File: src/rtl/tile_wr_arbiter.sv
// Two-requester round-robin write arbiter for the tile RAM, with an optional whole-table fill engine.
// The fill engine is compiled in only when TILE_WR_ARBITER_FILL_EN is defined.
module tile_wr_arbiter #(
    parameter int ROWS       = 30,
    parameter int COLS       = 40,
    parameter int ADDR_WIDTH = 11,
    parameter int DATA_WIDTH = 8
) (
    input  logic                  clk,
    input  logic                  rst,
    input  logic                  req0,
    input  logic                  req1,
    input  logic [ADDR_WIDTH-1:0] addr0,
    input  logic [ADDR_WIDTH-1:0] addr1,
    input  logic [DATA_WIDTH-1:0] data0,
    input  logic [DATA_WIDTH-1:0] data1,
    output logic                  ack0,
    output logic                  ack1,
    output logic                  err0,
    output logic                  err1,
    input  logic                  fill_start,
    input  logic [DATA_WIDTH-1:0] fill_value,
    output logic                  fill_busy,
    output logic                  fill_done,
    output logic                  ram_we,
    output logic [ADDR_WIDTH-1:0] ram_waddr,
    output logic [DATA_WIDTH-1:0] ram_din
);
    localparam int unsigned           DEPTH     = ROWS * COLS;
    localparam logic [ADDR_WIDTH-1:0] LAST_ADDR = ADDR_WIDTH'(DEPTH - 1);

    logic                  ack0_q, ack1_q, err0_q, err1_q, we_q, prio_q;
    logic [ADDR_WIDTH-1:0] waddr_q;
    logic [DATA_WIDTH-1:0] din_q;
    logic                  elig0, elig1, gnt0, gnt1, oor0, oor1, arb_en;

    // A port acked this cycle sits out the next edge, so it cannot be granted twice for one request.
    assign elig0 = req0 & ~ack0_q;
    assign elig1 = req1 & ~ack1_q;
    // prio_q names the port that wins a tie; it moves to the other port after every grant.
    assign gnt0  = elig0 & (~elig1 | ~prio_q);
    assign gnt1  = elig1 & (~elig0 |  prio_q);
    assign oor0  = 32'(addr0) >= DEPTH;
    assign oor1  = 32'(addr1) >= DEPTH;

`ifdef TILE_WR_ARBITER_FILL_EN
    typedef enum logic {IDLE, FILL} state_e;

    state_e                state_q;
    logic [ADDR_WIDTH-1:0] cnt_q, cnt_d;
    logic [DATA_WIDTH-1:0] fval_q;
    logic                  busy_q, done_q;

    assign cnt_d     = (cnt_q == LAST_ADDR) ? cnt_q : cnt_q + ADDR_WIDTH'(1);
    // A fill start sampled in IDLE takes the edge; requests wait until the fill is over.
    assign arb_en    = (state_q == IDLE) & ~fill_start;
    assign fill_busy = busy_q;
    assign fill_done = done_q;
`else
    logic unused_fill;

    assign unused_fill = ^{fill_start, fill_value};
    assign arb_en      = 1'b1;
    assign fill_busy   = 1'b0;
    assign fill_done   = 1'b0;
`endif

    always_ff @(posedge clk) begin
        if (rst) begin
            ack0_q  <= 1'b0;
            ack1_q  <= 1'b0;
            err0_q  <= 1'b0;
            err1_q  <= 1'b0;
            we_q    <= 1'b0;
            waddr_q <= '0;
            din_q   <= '0;
            prio_q  <= 1'b0;
`ifdef TILE_WR_ARBITER_FILL_EN
            state_q <= IDLE;
            cnt_q   <= '0;
            fval_q  <= '0;
            busy_q  <= 1'b0;
            done_q  <= 1'b0;
`endif
        end else begin
            ack0_q <= 1'b0;
            ack1_q <= 1'b0;
            err0_q <= 1'b0;
            err1_q <= 1'b0;
            we_q   <= 1'b0;
`ifdef TILE_WR_ARBITER_FILL_EN
            done_q <= 1'b0;
            case (state_q)
                IDLE: begin
                    if (fill_start) begin
                        state_q <= FILL;
                        cnt_q   <= '0;
                        fval_q  <= fill_value;
                        we_q    <= 1'b1;
                        waddr_q <= '0;
                        din_q   <= fill_value;
                        busy_q  <= 1'b1;
                    end
                end
                FILL: begin
                    if (cnt_q == LAST_ADDR) begin
                        state_q <= IDLE;
                        busy_q  <= 1'b0;
                        done_q  <= 1'b1;
                    end else begin
                        cnt_q   <= cnt_d;
                        we_q    <= 1'b1;
                        waddr_q <= cnt_d;
                        din_q   <= fval_q;
                    end
                end
                default: state_q <= IDLE;
            endcase
`endif
            if (arb_en && gnt0) begin
                ack0_q <= 1'b1;
                err0_q <= oor0;
                prio_q <= 1'b1;
                if (!oor0) begin
                    we_q    <= 1'b1;
                    waddr_q <= addr0;
                    din_q   <= data0;
                end
            end else if (arb_en && gnt1) begin
                ack1_q <= 1'b1;
                err1_q <= oor1;
                prio_q <= 1'b0;
                if (!oor1) begin
                    we_q    <= 1'b1;
                    waddr_q <= addr1;
                    din_q   <= data1;
                end
            end
        end
    end

    assign ack0      = ack0_q;
    assign ack1      = ack1_q;
    assign err0      = err0_q;
    assign err1      = err1_q;
    assign ram_we    = we_q;
    assign ram_waddr = waddr_q;
    assign ram_din   = din_q;
endmodule

File: config.mk
export PLATFORM = sky130hd
export DESIGN_NAME = tile_wr_arbiter
export DESIGN_NICKNAME = d
export VERILOG_FILES = /design/src/rtl/tile_wr_arbiter.sv
export SDC_FILE = /design/constraint.sdc
export NUM_CORES = 1
export LEC_CHECK = 0
export BUFFER_PORTS_ARGS = -buffer_cell sky130_fd_sc_hd__buf_2
export CAP_MARGIN = 10
export CORE_MARGIN = 8
export CORE_UTILIZATION = 40
export DETAILED_ROUTE_END_ITERATION = 8
export PLACE_DENSITY = 0.71
export REMOVE_ABC_BUFFERS = 1
export SLEW_MARGIN = 10
export SYNTH_ARGS = -nofsm -noshare
export SYNTH_HDL_FRONTEND = slang
export SYNTH_SLANG_ARGS = --single-unit
File: constraint.sdc
create_clock -name clk -period 1.44 [get_ports clk]
set_clock_uncertainty 0.15 [all_clocks]
set_input_delay 0.288 -clock clk [delete_from_list [all_inputs] [get_ports clk]]
set_output_delay 0.288 -clock clk [all_outputs]
set_load 0.03 [all_outputs]
==> flow_summary.yaml <==
clock_tree:
  clk_pin_slew_ps: 130
  cts.sinks: 25
  cts_tree: "yes"
  clk_latency_ps: 310
  cts_root_buffer: "clkbuf_4"
  cts_hold_buf: 0
  htreeDepth: 1
  clock_path_buffers: 2
  numCtsBuffers: 3
global_routing:
  grt_max_degree: 45
  grtUsageTotal: 0.128
  grt_use_met1: 0.153
  gr-total-overflow: 0
  antenna_found_initial: 0
  grt_use_met2: 0.204
  grt_use_met3: 0.0578
  grt_pass1_vias: 1429
  grt_pass1_wl_um: 6430
  grt_busiest_layer: "met2"
setup_path:
  path_buf_inv: 2
  cp_data_required_time_ps: 1530
  startpoint_type: "flop"
  cp_top_family: "compound AO/OA/AOI/OAI gates"
  arrival_ps: 1700
  slowest_delay_ps: 350
  crit_path_max_fanout: 5
  critical_path_class: "reg2reg"
  regToRegSetupSlack_ps: -160
  critPathSlowestCell: "dfxtp_2"
  path_cells: "nand2b_4, o21a_1, a32oi_4, buf_12, clkbuf_16, mux2i_1"
  cp-end-kind: "flop"
sta:
  drv_slew: 0
  fin_ws_ps: -165
  setup_viol: 20
  tns_ps: -2620
  final_hold_viol_count: 0
  max_freq_mhz: 623
  fin_crit_sh: 1.11
  rsz0062_at_grt: "yes"
  period_minus_slack_ps: 1600
placed_design:
  dp_hpwl_um: 2790
  gp_congestion: 0.714
  placed_cells: 270
  portBuffers: 65
  post_dp_cell_area_um2: 1900
floorplan:
  die_y_um: 76.2
  rows: 22
  die-area_um2: 5810
  ios: 77
  start_util: 0.406
  core_um2: 3580
  die_w_um: 76.2
yosys:
  ys_ff_latch: 25
  postSynthCellCount: 158
  synth.area.top_cells: "dfxtp_1 (34%), mux2i_1 (13%), a21boi_0 (9.8%)"
  syn_avg_cell_area_um2: 9.19
  syn_area_um2: 1450
  yosys.area.top_type: "dfxtp_1"
  yosys_warnings: 0
  yosysSeqAreaShare: 0.345
  synth_top_cell_area_share: 0.345
  ys_types: 24
power_and_ir_drop:
  peakVddDrop_uv: 464
  power_density_nw_per_um2: 843
  leakage_nw: 1.10
  total_power_mw: 1.71
cells_and_area:
  diodes: 0
  stdcell_count: 278
  layout-drive-gt1-share: 0.404
  multi_input_area_um2: 888
  fin_nets: 282
  final_area_um2: 2030
  num-fill-cells: 350
  syn_to_final_growth_pct: 39.6
  fin_util: 0.566
  regArea_um2: 502
status:
  violations: "negative setup slack"
  status: "finished with violations"
route:
  drtAntennaViolNets: 0
  wire_per_inst_um: 14.3
  drt_iter0_drc: 23
  via_per_inst: 4.96
  first_pass_iters: 4
  drc_errors: 0
  drt_wl_total_um: 3980
  via_count: 1378
hold_path:
  hold_class: "in2reg"
job:
  maxCapViolations: 0
==> power by group <==
part / switching (mW) / internal [mW]
sequential: 0.0293 / 0.751
clock: 0.196 / 0.108
combinational: 0.328 / 0.296
==> final timing paths <==
check | startpoint | end | cells after the start
max reg2reg | ack0 | ram_waddr[5] | 6
min | addr0[10] | err0 | 4
min reg2reg | ram_din[4] | ram_din[4] | 2
max | ack0 | ram_waddr[5] | 6
==> layout make-up <==
| class | count | area share |
|---|---|---|
| well taps | 48 | 0.0296 |
| clock buffers | 4 | 0.0130 |
| repair buffers | 83 | 0.271 |
| flip-flops and latches | 25 | 0.248 |
| multi-input cells | 118 | 0.439 |
==> worst min-delay path, cell delays in order <==
cell,delay (ps)
buf_2,110
o21ai_2,80
buf_4,110
nor3_1,30
==> routing by layer <==
layer | vias to the layer above | share of wire
met2 | 52 | 0.43
li1 | 696 | -
met4 | 0 | 0.0030
met3 | 2 | 0.093
met5 | - | 0
met1 | 628 | 0.47
==> flip-flops by register name, indices dropped and copies added, names as in the netlist <==
name / count
prio_q: 1
err0: 1
ack0: 1
ram_waddr: 11
ram_we: 1
ack1: 1
ram_din: 8
err1: 1
==> Yosys cell counts <==
cell / n
conb_1: 1
and2b_2: 1
o21a_1: 1
nor2_1: 4
dfxtp_1: 25
nand2b_1: 20
o21ai_1: 1
buf_6: 2
clkbuf_1: 10
and3_2: 1
buf_4: 2
o21ai_0: 1
mux2i_1: 19
nand3b_4: 1
buf_2: 2
a32oi_2: 1
and3_1: 20
nand2_1: 1
a211o_1: 2
o21bai_1: 19
nor3_1: 3
a21boi_0: 19
nor2b_1: 1
o21ai_2: 1
==> per-stage QoR <==
stage / hold WS (ps) / setup slack [ps]
floorplan: 210 / -899
global placement: 307 / -129
detailed placement: 313 / -155
CTS: 148 / -117
global route: 181 / -206
finish: 186 / -165
==> cell families (layout without fill, tap and decap cells) <==
| kind of cell | count (synthesis) | after routing | share of synthesized area |
|---|---|---|---|
| buffers and inverters | 16 | 87 | 0.0586 |
| multiplexers | 19 | 19 | 0.131 |
| AO/OA/AOI/OAI | 45 | 45 | 0.238 |
| AND/OR/NAND/NOR | 52 | 52 | 0.225 |
| other | 1 | 2 | 0.00258 |
| flip-flops | 25 | 25 | 0.345 |
==> timing repair <==
item | CTS | global route
setup endpoints to repair | 19 | 20
setup buffers | 0 | 1
gates resized for setup | 0 | 3
cloned | 0 | 3
pin swaps | 0 | 1
==> layout by cell type (no fill, tap or decap) <==
cell and n:
clkbuf_4 3, clkbuf_16 2, nor2_1 4, o21bai_1 19
dfxtp_1 24, clkbuf_1 1, buf_4 11, nor3_1 3
o21ai_0 1, buf_2 65, o21ai_2 1, nand2b_4 1
mux2i_1 19, a32oi_4 1, a211o_1 2, buf_12 4
o21ai_1 1, o21a_1 1, a21boi_0 19, nand3b_4 1
nor2b_1 1, and2b_2 1, conb_1 2, nand2b_1 19
nand2_1 1, buf_6 1, dfxtp_2 1, and3_2 1
and3_1 20
No activity file was read; power rests on OpenSTA's default activity.
